### src/rtl/cp0_regfile.sv
// CP0 register file: Status/Cause/EPC/BadVAddr/Count/Compare/PRId/Config, timer and interrupt request.
// Define CP0_TLB_EN to add Index/Random/EntryLo0/1/Context/PageMask/Wired/EntryHi.
module cp0_regfile #(
  parameter int unsigned TLB_ENTRIES = 32,
  parameter int unsigned COUNT_DIV   = 2,
  parameter logic [31:0] PRID_VAL    = 32'h00004220
) (
  input  logic        clk,
  input  logic        reset,
  input  logic [4:0]  ra,
  output logic [31:0] rdata,
  input  logic        we,
  input  logic [4:0]  wa,
  input  logic [31:0] wdata,
  input  logic        exc_valid,
  input  logic [4:0]  exc_code,
  input  logic [31:0] exc_pc,
  input  logic        exc_bd,
  input  logic        exc_bva_valid,
  input  logic [31:0] exc_badvaddr,
  input  logic        eret,
  input  logic [5:0]  ext_int,
  output logic        int_req,
  output logic [31:0] epc,
  output logic        exl
);

  if (TLB_ENTRIES < 2 || TLB_ENTRIES > 64 || COUNT_DIV < 1 || COUNT_DIV > 16) begin : g_bad_param
    $error("cp0_regfile: TLB_ENTRIES or COUNT_DIV out of range");
  end

  localparam int unsigned PreW = (COUNT_DIV > 1) ? $clog2(COUNT_DIV) : 1;
  localparam logic [PreW-1:0] PreLast = PreW'(COUNT_DIV - 1);

  localparam logic [4:0] AddrIndex    = 5'd0;
  localparam logic [4:0] AddrRandom   = 5'd1;
  localparam logic [4:0] AddrEntryLo0 = 5'd2;
  localparam logic [4:0] AddrEntryLo1 = 5'd3;
  localparam logic [4:0] AddrContext  = 5'd4;
  localparam logic [4:0] AddrPageMask = 5'd5;
  localparam logic [4:0] AddrWired    = 5'd6;
  localparam logic [4:0] AddrBadVAddr = 5'd8;
  localparam logic [4:0] AddrCount    = 5'd9;
  localparam logic [4:0] AddrEntryHi  = 5'd10;
  localparam logic [4:0] AddrCompare  = 5'd11;
  localparam logic [4:0] AddrStatus   = 5'd12;
  localparam logic [4:0] AddrCause    = 5'd13;
  localparam logic [4:0] AddrEpc      = 5'd14;
  localparam logic [4:0] AddrPrid     = 5'd15;
  localparam logic [4:0] AddrConfig   = 5'd16;

`ifdef CP0_TLB_EN
  localparam logic [2:0] ConfigMt = 3'd1;
`else
  localparam logic [2:0] ConfigMt = 3'd0;
`endif

  logic [7:0]      status_im_q, status_im_d;
  logic            status_exl_q, status_exl_d;
  logic            status_ie_q, status_ie_d;
  logic            cause_bd_q, cause_bd_d;
  logic            cause_ti_q, cause_ti_d;
  logic [5:0]      cause_ip_hw_q, cause_ip_hw_d;
  logic [1:0]      cause_ip_sw_q, cause_ip_sw_d;
  logic [4:0]      cause_exc_q, cause_exc_d;
  logic [31:0]     epc_q, epc_d;
  logic [31:0]     badvaddr_q, badvaddr_d;
  logic [31:0]     count_q, count_d;
  logic [31:0]     compare_q, compare_d;
  logic [PreW-1:0] presc_q, presc_d;
  logic [2:0]      config_k0_q, config_k0_d;

`ifdef CP0_TLB_EN
  localparam int unsigned TLB_INDEX = $clog2(TLB_ENTRIES);
  localparam logic [TLB_INDEX-1:0] RandomMax = TLB_INDEX'(TLB_ENTRIES - 1);

  logic [TLB_INDEX-1:0] index_q, index_d;
  logic [TLB_INDEX-1:0] random_q, random_d;
  logic [TLB_INDEX-1:0] wired_q, wired_d;
  logic [25:0]          entrylo0_q, entrylo0_d;
  logic [25:0]          entrylo1_q, entrylo1_d;
  logic [8:0]           context_pte_q, context_pte_d;
  logic [18:0]          context_bad_q, context_bad_d;
  logic [11:0]          pagemask_q, pagemask_d;
  logic [18:0]          entryhi_vpn2_q, entryhi_vpn2_d;
  logic [7:0]           entryhi_asid_q, entryhi_asid_d;
`endif

  // Exception beats ERET beats MTC0; a losing event has no effect at all.
  logic wr_en;
  assign wr_en = we & ~exc_valid & ~eret;

  always_comb begin
    status_im_d   = status_im_q;
    status_exl_d  = status_exl_q;
    status_ie_d   = status_ie_q;
    cause_bd_d    = cause_bd_q;
    cause_ti_d    = cause_ti_q;
    cause_ip_sw_d = cause_ip_sw_q;
    cause_exc_d   = cause_exc_q;
    epc_d         = epc_q;
    badvaddr_d    = badvaddr_q;
    compare_d     = compare_q;
    config_k0_d   = config_k0_q;
    cause_ip_hw_d = {ext_int[5] | cause_ti_q, ext_int[4:0]};
`ifdef CP0_TLB_EN
    index_d        = index_q;
    wired_d        = wired_q;
    entrylo0_d     = entrylo0_q;
    entrylo1_d     = entrylo1_q;
    context_pte_d  = context_pte_q;
    context_bad_d  = context_bad_q;
    pagemask_d     = pagemask_q;
    entryhi_vpn2_d = entryhi_vpn2_q;
    entryhi_asid_d = entryhi_asid_q;
`endif

    if (wr_en && wa == AddrCount) begin
      count_d = wdata;
      presc_d = '0;
    end else if (presc_q == PreLast) begin
      count_d = count_q + 32'd1;
      presc_d = '0;
    end else begin
      count_d = count_q;
      presc_d = presc_q + PreW'(1);
    end

    if (wr_en && wa == AddrCompare) begin
      cause_ti_d = 1'b0;
    end else if (count_d == compare_q) begin
      cause_ti_d = 1'b1;
    end

`ifdef CP0_TLB_EN
    if (wr_en && wa == AddrWired) begin
      wired_d  = wdata[TLB_INDEX-1:0];
      random_d = RandomMax;
    end else if (random_q <= wired_q || random_q == '0) begin
      random_d = RandomMax;
    end else begin
      random_d = random_q - TLB_INDEX'(1);
    end
`endif

    if (exc_valid) begin
      status_exl_d = 1'b1;
      cause_exc_d  = exc_code;
      // A nested exception keeps the original return point.
      if (!status_exl_q) begin
        epc_d      = exc_bd ? exc_pc - 32'd4 : exc_pc;
        cause_bd_d = exc_bd;
      end
      if (exc_bva_valid) begin
        badvaddr_d = exc_badvaddr;
`ifdef CP0_TLB_EN
        entryhi_vpn2_d = exc_badvaddr[31:13];
        context_bad_d  = exc_badvaddr[31:13];
`endif
      end
    end else if (eret) begin
      status_exl_d = 1'b0;
    end else if (we) begin
      case (wa)
        AddrCompare: compare_d = wdata;
        AddrStatus: begin
          status_im_d  = wdata[15:8];
          status_exl_d = wdata[1];
          status_ie_d  = wdata[0];
        end
        AddrCause:  cause_ip_sw_d = wdata[9:8];
        AddrEpc:    epc_d = wdata;
        AddrConfig: config_k0_d = wdata[2:0];
`ifdef CP0_TLB_EN
        AddrIndex:    index_d = wdata[TLB_INDEX-1:0];
        AddrEntryLo0: entrylo0_d = wdata[25:0];
        AddrEntryLo1: entrylo1_d = wdata[25:0];
        AddrContext:  context_pte_d = wdata[31:23];
        AddrPageMask: pagemask_d = wdata[24:13];
        AddrEntryHi: begin
          entryhi_vpn2_d = wdata[31:13];
          entryhi_asid_d = wdata[7:0];
        end
`endif
        default: ;
      endcase
    end
  end

  always_ff @(posedge clk) begin
    if (reset) begin
      status_im_q   <= '0;
      status_exl_q  <= 1'b0;
      status_ie_q   <= 1'b0;
      cause_bd_q    <= 1'b0;
      cause_ti_q    <= 1'b0;
      cause_ip_hw_q <= '0;
      cause_ip_sw_q <= '0;
      cause_exc_q   <= '0;
      epc_q         <= '0;
      badvaddr_q    <= '0;
      count_q       <= '0;
      compare_q     <= '0;
      presc_q       <= '0;
      config_k0_q   <= 3'd3;
`ifdef CP0_TLB_EN
      index_q        <= '0;
      random_q       <= RandomMax;
      wired_q        <= '0;
      entrylo0_q     <= '0;
      entrylo1_q     <= '0;
      context_pte_q  <= '0;
      context_bad_q  <= '0;
      pagemask_q     <= '0;
      entryhi_vpn2_q <= '0;
      entryhi_asid_q <= '0;
`endif
    end else begin
      status_im_q   <= status_im_d;
      status_exl_q  <= status_exl_d;
      status_ie_q   <= status_ie_d;
      cause_bd_q    <= cause_bd_d;
      cause_ti_q    <= cause_ti_d;
      cause_ip_hw_q <= cause_ip_hw_d;
      cause_ip_sw_q <= cause_ip_sw_d;
      cause_exc_q   <= cause_exc_d;
      epc_q         <= epc_d;
      badvaddr_q    <= badvaddr_d;
      count_q       <= count_d;
      compare_q     <= compare_d;
      presc_q       <= presc_d;
      config_k0_q   <= config_k0_d;
`ifdef CP0_TLB_EN
      index_q        <= index_d;
      random_q       <= random_d;
      wired_q        <= wired_d;
      entrylo0_q     <= entrylo0_d;
      entrylo1_q     <= entrylo1_d;
      context_pte_q  <= context_pte_d;
      context_bad_q  <= context_bad_d;
      pagemask_q     <= pagemask_d;
      entryhi_vpn2_q <= entryhi_vpn2_d;
      entryhi_asid_q <= entryhi_asid_d;
`endif
    end
  end

  always_comb begin
    rdata = '0;
    case (ra)
      AddrBadVAddr: rdata = badvaddr_q;
      AddrCount:    rdata = count_q;
      AddrCompare:  rdata = compare_q;
      AddrStatus:   rdata = {9'b0, 1'b1, 6'b0, status_im_q, 6'b0, status_exl_q, status_ie_q};
      AddrCause:    rdata = {cause_bd_q, cause_ti_q, 14'b0, cause_ip_hw_q, cause_ip_sw_q, 1'b0,
                             cause_exc_q, 2'b0};
      AddrEpc:      rdata = epc_q;
      AddrPrid:     rdata = PRID_VAL;
      AddrConfig:   rdata = {1'b1, 21'b0, ConfigMt, 4'b0, config_k0_q};
`ifdef CP0_TLB_EN
      AddrIndex:    rdata = 32'(index_q);
      AddrRandom:   rdata = 32'(random_q);
      AddrWired:    rdata = 32'(wired_q);
      AddrEntryLo0: rdata = {6'b0, entrylo0_q};
      AddrEntryLo1: rdata = {6'b0, entrylo1_q};
      AddrContext:  rdata = {context_pte_q, context_bad_q, 4'b0};
      AddrPageMask: rdata = {7'b0, pagemask_q, 13'b0};
      AddrEntryHi:  rdata = {entryhi_vpn2_q, 5'b0, entryhi_asid_q};
`endif
      default: rdata = '0;
    endcase
  end

  assign int_req = status_ie_q & ~status_exl_q &
                   (|({cause_ip_hw_q, cause_ip_sw_q} & status_im_q));
  assign epc     = epc_q;
  assign exl     = status_exl_q;

endmodule

### config.mk
export PLATFORM = sky130hd
export DESIGN_NAME = cp0_regfile
export DESIGN_NICKNAME = d
export VERILOG_FILES = /design/src/rtl/cp0_regfile.sv
export SDC_FILE = /design/constraint.sdc
export NUM_CORES = 1
export LEC_CHECK = 0
export BUFFER_PORTS_ARGS = -buffer_cell sky130_fd_sc_hd__buf_2
export CAP_MARGIN = 30
export CORE_UTILIZATION = 50
export CTS_CLUSTER_SIZE = 25
export DETAILED_ROUTE_END_ITERATION = 6
export HOLD_SLACK_MARGIN = 0.1
export PLACE_DENSITY = 0.74
export SLEW_MARGIN = 40
export SYNTH_ARGS = -nofsm -noshare
export SYNTH_HDL_FRONTEND = slang
export SYNTH_SLANG_ARGS = --single-unit
export TNS_END_PERCENT = 100
### constraint.sdc
create_clock -name clk -period 3 [get_ports clk]
set_clock_uncertainty 0.2 [all_clocks]
set_input_delay 0.3 -clock clk [delete_from_list [all_inputs] [get_ports clk]]
set_output_delay 0.3 -clock clk [all_outputs]
set_load 0.02 [all_outputs]
==> impl_metrics.env <==
export IMPL_fin_crit_sh_pct=98.74
export IMPL_synth_edff_count=0
export IMPL_finalSetupViolCount=0
export IMPL_nets=1619
export IMPL_die_area_um2=18830
export IMPL_r2r_start="count_q[0]"
export IMPL_worst_setup_path_type="in -> reg"
export IMPL_internal_power_mw=3.731
export IMPL_rows=49
export IMPL_ant_nets=0
export IMPL_drt_iter0_markers=1228
export IMPL_cp_max_fo=4
export IMPL_start_util_pct=50.90
export IMPL_finalWirelength_mm=37.39
export IMPL_ys_flop_type="dfxtp_1"
export IMPL_synthCells=1187
export IMPL_postLayoutCoreUtil_pct=69.37
export IMPL_startpoint_type="primary input"
export IMPL_rrSetupSlack_ns=0.06
export IMPL_cts_sinks=157
export IMPL_yosysWarnings=0
export IMPL_vias_per_cell=6.168
export IMPL_maxCapViolations=0
export IMPL_syn2layout_area_growth_pct=36.29
export IMPL_place_congestion=0.9890
export IMPL_yosys_top_cells_area="dfxtp_1 34%, nand2_1 7.3%, a21oi_1 6.1%"
export IMPL_critical_path_reg2reg_endpoint="cause_ti_q"
export IMPL_grt_max_degree=77
export IMPL_fin_cells=1736
export IMPL_r2r_cells=10
export IMPL_hp_start="exc_pc[30]"
export IMPL_num_io_pins=190
export IMPL_hold_viol=0
export IMPL_synth_area_per_cell_um2=7.702
export IMPL_synth_commonest_cells="179 x nand2_1, 157 x dfxtp_1, 144 x nor2_1"
export IMPL_power_combinational_fraction_pct=14.0
export IMPL_drive_gt1_share_pct=24.77
export IMPL_track_usage_pct=39.50
export IMPL_synth_top_area_share_pct=34.38
export IMPL_min_to="epc[30]"
export IMPL_synth_fp_nets=1313
export IMPL_min_path_type="in -> reg"
export IMPL_seq_power_share_pct=42.5
export IMPL_ys_types=68
export IMPL_die_y_um=137.2
export IMPL_status="finished clean"
export IMPL_p_leak_nw=5.027
export IMPL_die_width_um=137.2
export IMPL_firstDrtPassIters=6
export IMPL_h_tree_depth=4
export IMPL_placeableCoreArea_um2=17960
export IMPL_critPathCaptureType="flop"
export IMPL_ir_worst_vdd_v=0.0003823
export IMPL_ys_async_sr_fraction_pct=0
export IMPL_switching_share_pct=28.50
export IMPL_cts_buffer_depth=2
export IMPL_placed_cell_area_um2=10790
export IMPL_portBuffers=189
export IMPL_seq_area_frac_synth_pct=34.38
export IMPL_cts_root_buf="clkbuf_16"
export IMPL_drc=0
export IMPL_whs_ns=0.1135
export IMPL_grt_overflow=0
export IMPL_numCtsBuffers=17
export IMPL_ys_ff_latch=157
export IMPL_required_ns=3.14
export IMPL_synth_most_common_cell="nand2_1"
export IMPL_clk_pin_slew_ns=0.07
export IMPL_hold_depth=4
export IMPL_dpl_cell_count=1612
export IMPL_power_density_nw_per_um2=418.7
export IMPL_antenna_found_initial=1
export IMPL_grt_pass1_vias=9774
export IMPL_hpwl_mm=26.61
export IMPL_worst_pin_slew_ns=0.8280
export IMPL_clockPowerShare_pct=43.5
export IMPL_synth_area_um2=9143
export IMPL_vias=10708
export IMPL_fin_crit_ns=2.962
export IMPL_wl_per_cell_um=21.54
export IMPL_cts_tree="yes"
export IMPL_slew_headroom_pct=44.50
export IMPL_yosysTopAreaCell="dfxtp_1"
export IMPL_final_area_um2=12460
export IMPL_drv_slew=0
export IMPL_clock_latency_ns=0.43
export IMPL_arrival_ns=3.10
export IMPL_fmax_ghz=0.3376
export IMPL_grt_pass1_wl_mm=55.03
export IMPL_switchingPower_mw=1.487
cells by family after synthesis:
| family | Yosys count | share of synthesized area, % |
|---|---|---|
| xor+xnor | 81 | 8.239 |
| compound gates | 284 | 20.39 |
| fa+ha+maj | 2 | 0.2737 |
| flops | 157 | 34.38 |
| simple gates | 510 | 26.85 |
| mux | 48 | 5.255 |
| buf+inv | 105 | 4.612 |
power groups by stage:
stage                     Combinational (mW)  Clock [mW]  Sequential (mW)
after floorplan                        0.291           0             2.28
after global routing                   0.774        2.36             2.22
after detailed placement               0.615           0             2.26
final                                  0.731        2.27             2.22
after global placement                 0.607           0             2.26
after CTS                              0.700        2.28             2.21
worst max path at each step:
stage / startpoint / end / slack [ns] / cells past startpoint
floorplan: ra[1] / rdata[16] / 0.31 / 5
detailed placement: count_q[6] / cause_ti_q / 0.08 / 9
global placement: count_q[6] / cause_ti_q / 0.13 / 9
global route: count_q[3] / cause_ti_q / -0.03 / 10
finish: wdata[26] / cause_ti_q / 0.04 / 11
CTS: count_q[6] / cause_ti_q / 0.08 / 9
cell type report:
type | count | area [um2]
multi-input cells | 925 | 5738
fillers | 1477 | 5503
flip-flops and latches | 157 | 3153
repair buffers | 372 | 2600
clock buffers | 18 | 429.2
well taps | 229 | 286.5
clock inverters | 14 | 176.4
inverters | 20 | 75.07
diodes | 1 | 2.502
through the flow:
| stage | power (mW) | TNS [ns] | setup slack (ns) |
|---|---|---|---|
| after global routing | 5.357 | -0.02954 | -0.02954 |
| after detailed placement | 2.872 | 0 | 0.08170 |
| after global placement | 2.862 | 0 | 0.1281 |
| final | 5.218 | 0 | 0.03792 |
| after CTS | 5.188 | 0 | 0.08167 |
| after floorplan | 2.568 | 0 | 0.3065 |
worst max-delay path, cell delays in order:
cell and delay (ns):
dlygate4sd3_1 0.55, buf_2 0.17, xnor2_1 0.22, o221ai_2 0.17
nor4_1 0.24, nand4_1 0.19, a211o_1 0.33, nor4_1 0.30
buf_4 0.17, o2111ai_1 0.12, o41ai_2 0.33
placed cells by master (no fill, tap or decap), drive strengths merged, types with 13 or more instances in the layout:
cell / n
buf: 292
nand2: 180
dfxtp: 157
nor2: 145
a21oi: 111
dlygate4sd3: 79
xnor2: 52
mux2i: 48
a211oi: 46
nand3: 37
nor3: 34
o21ai: 31
a22oi: 28
inv: 27
xor2: 26
nand4: 24
clkbuf: 18
nor4: 14
nor2b: 13
repair_timing:
item / 4_1_cts / 5_1_grt
gates resized for setup: 0 / 38
setup endpoints to repair: 0 / 1
hold buffers: 80 / 0
endpoints found under the hold margin: 112 / 0
setup buffers: 0 / 11
layer usage:
layer | GRT usage (%) | vias to the layer above | routed length [um]
li1 | - | 4873 | -
met1 | 53.84 | 5040 | 15250
met2 | 59.09 | 685 | 16540
met3 | 10.26 | 110 | 4220
met4 | 15.87 | 0 | 1380
met5 | 0 | - | 0
flip-flops by register name, summed over array words and instances, names as in the netlist:
register	flops
compare_q	32
cause_ti_q	1
presc_q	1
status_ie_q	1
cause_ip_hw_q	6
count_q	32
config_k0_q	3
status_im_q	8
cause_ip_sw_q	2
cause_bd_q	1
exl	1
epc	32
badvaddr_q	32
cause_exc_q	5
Power figures use the tool's default switching activity.
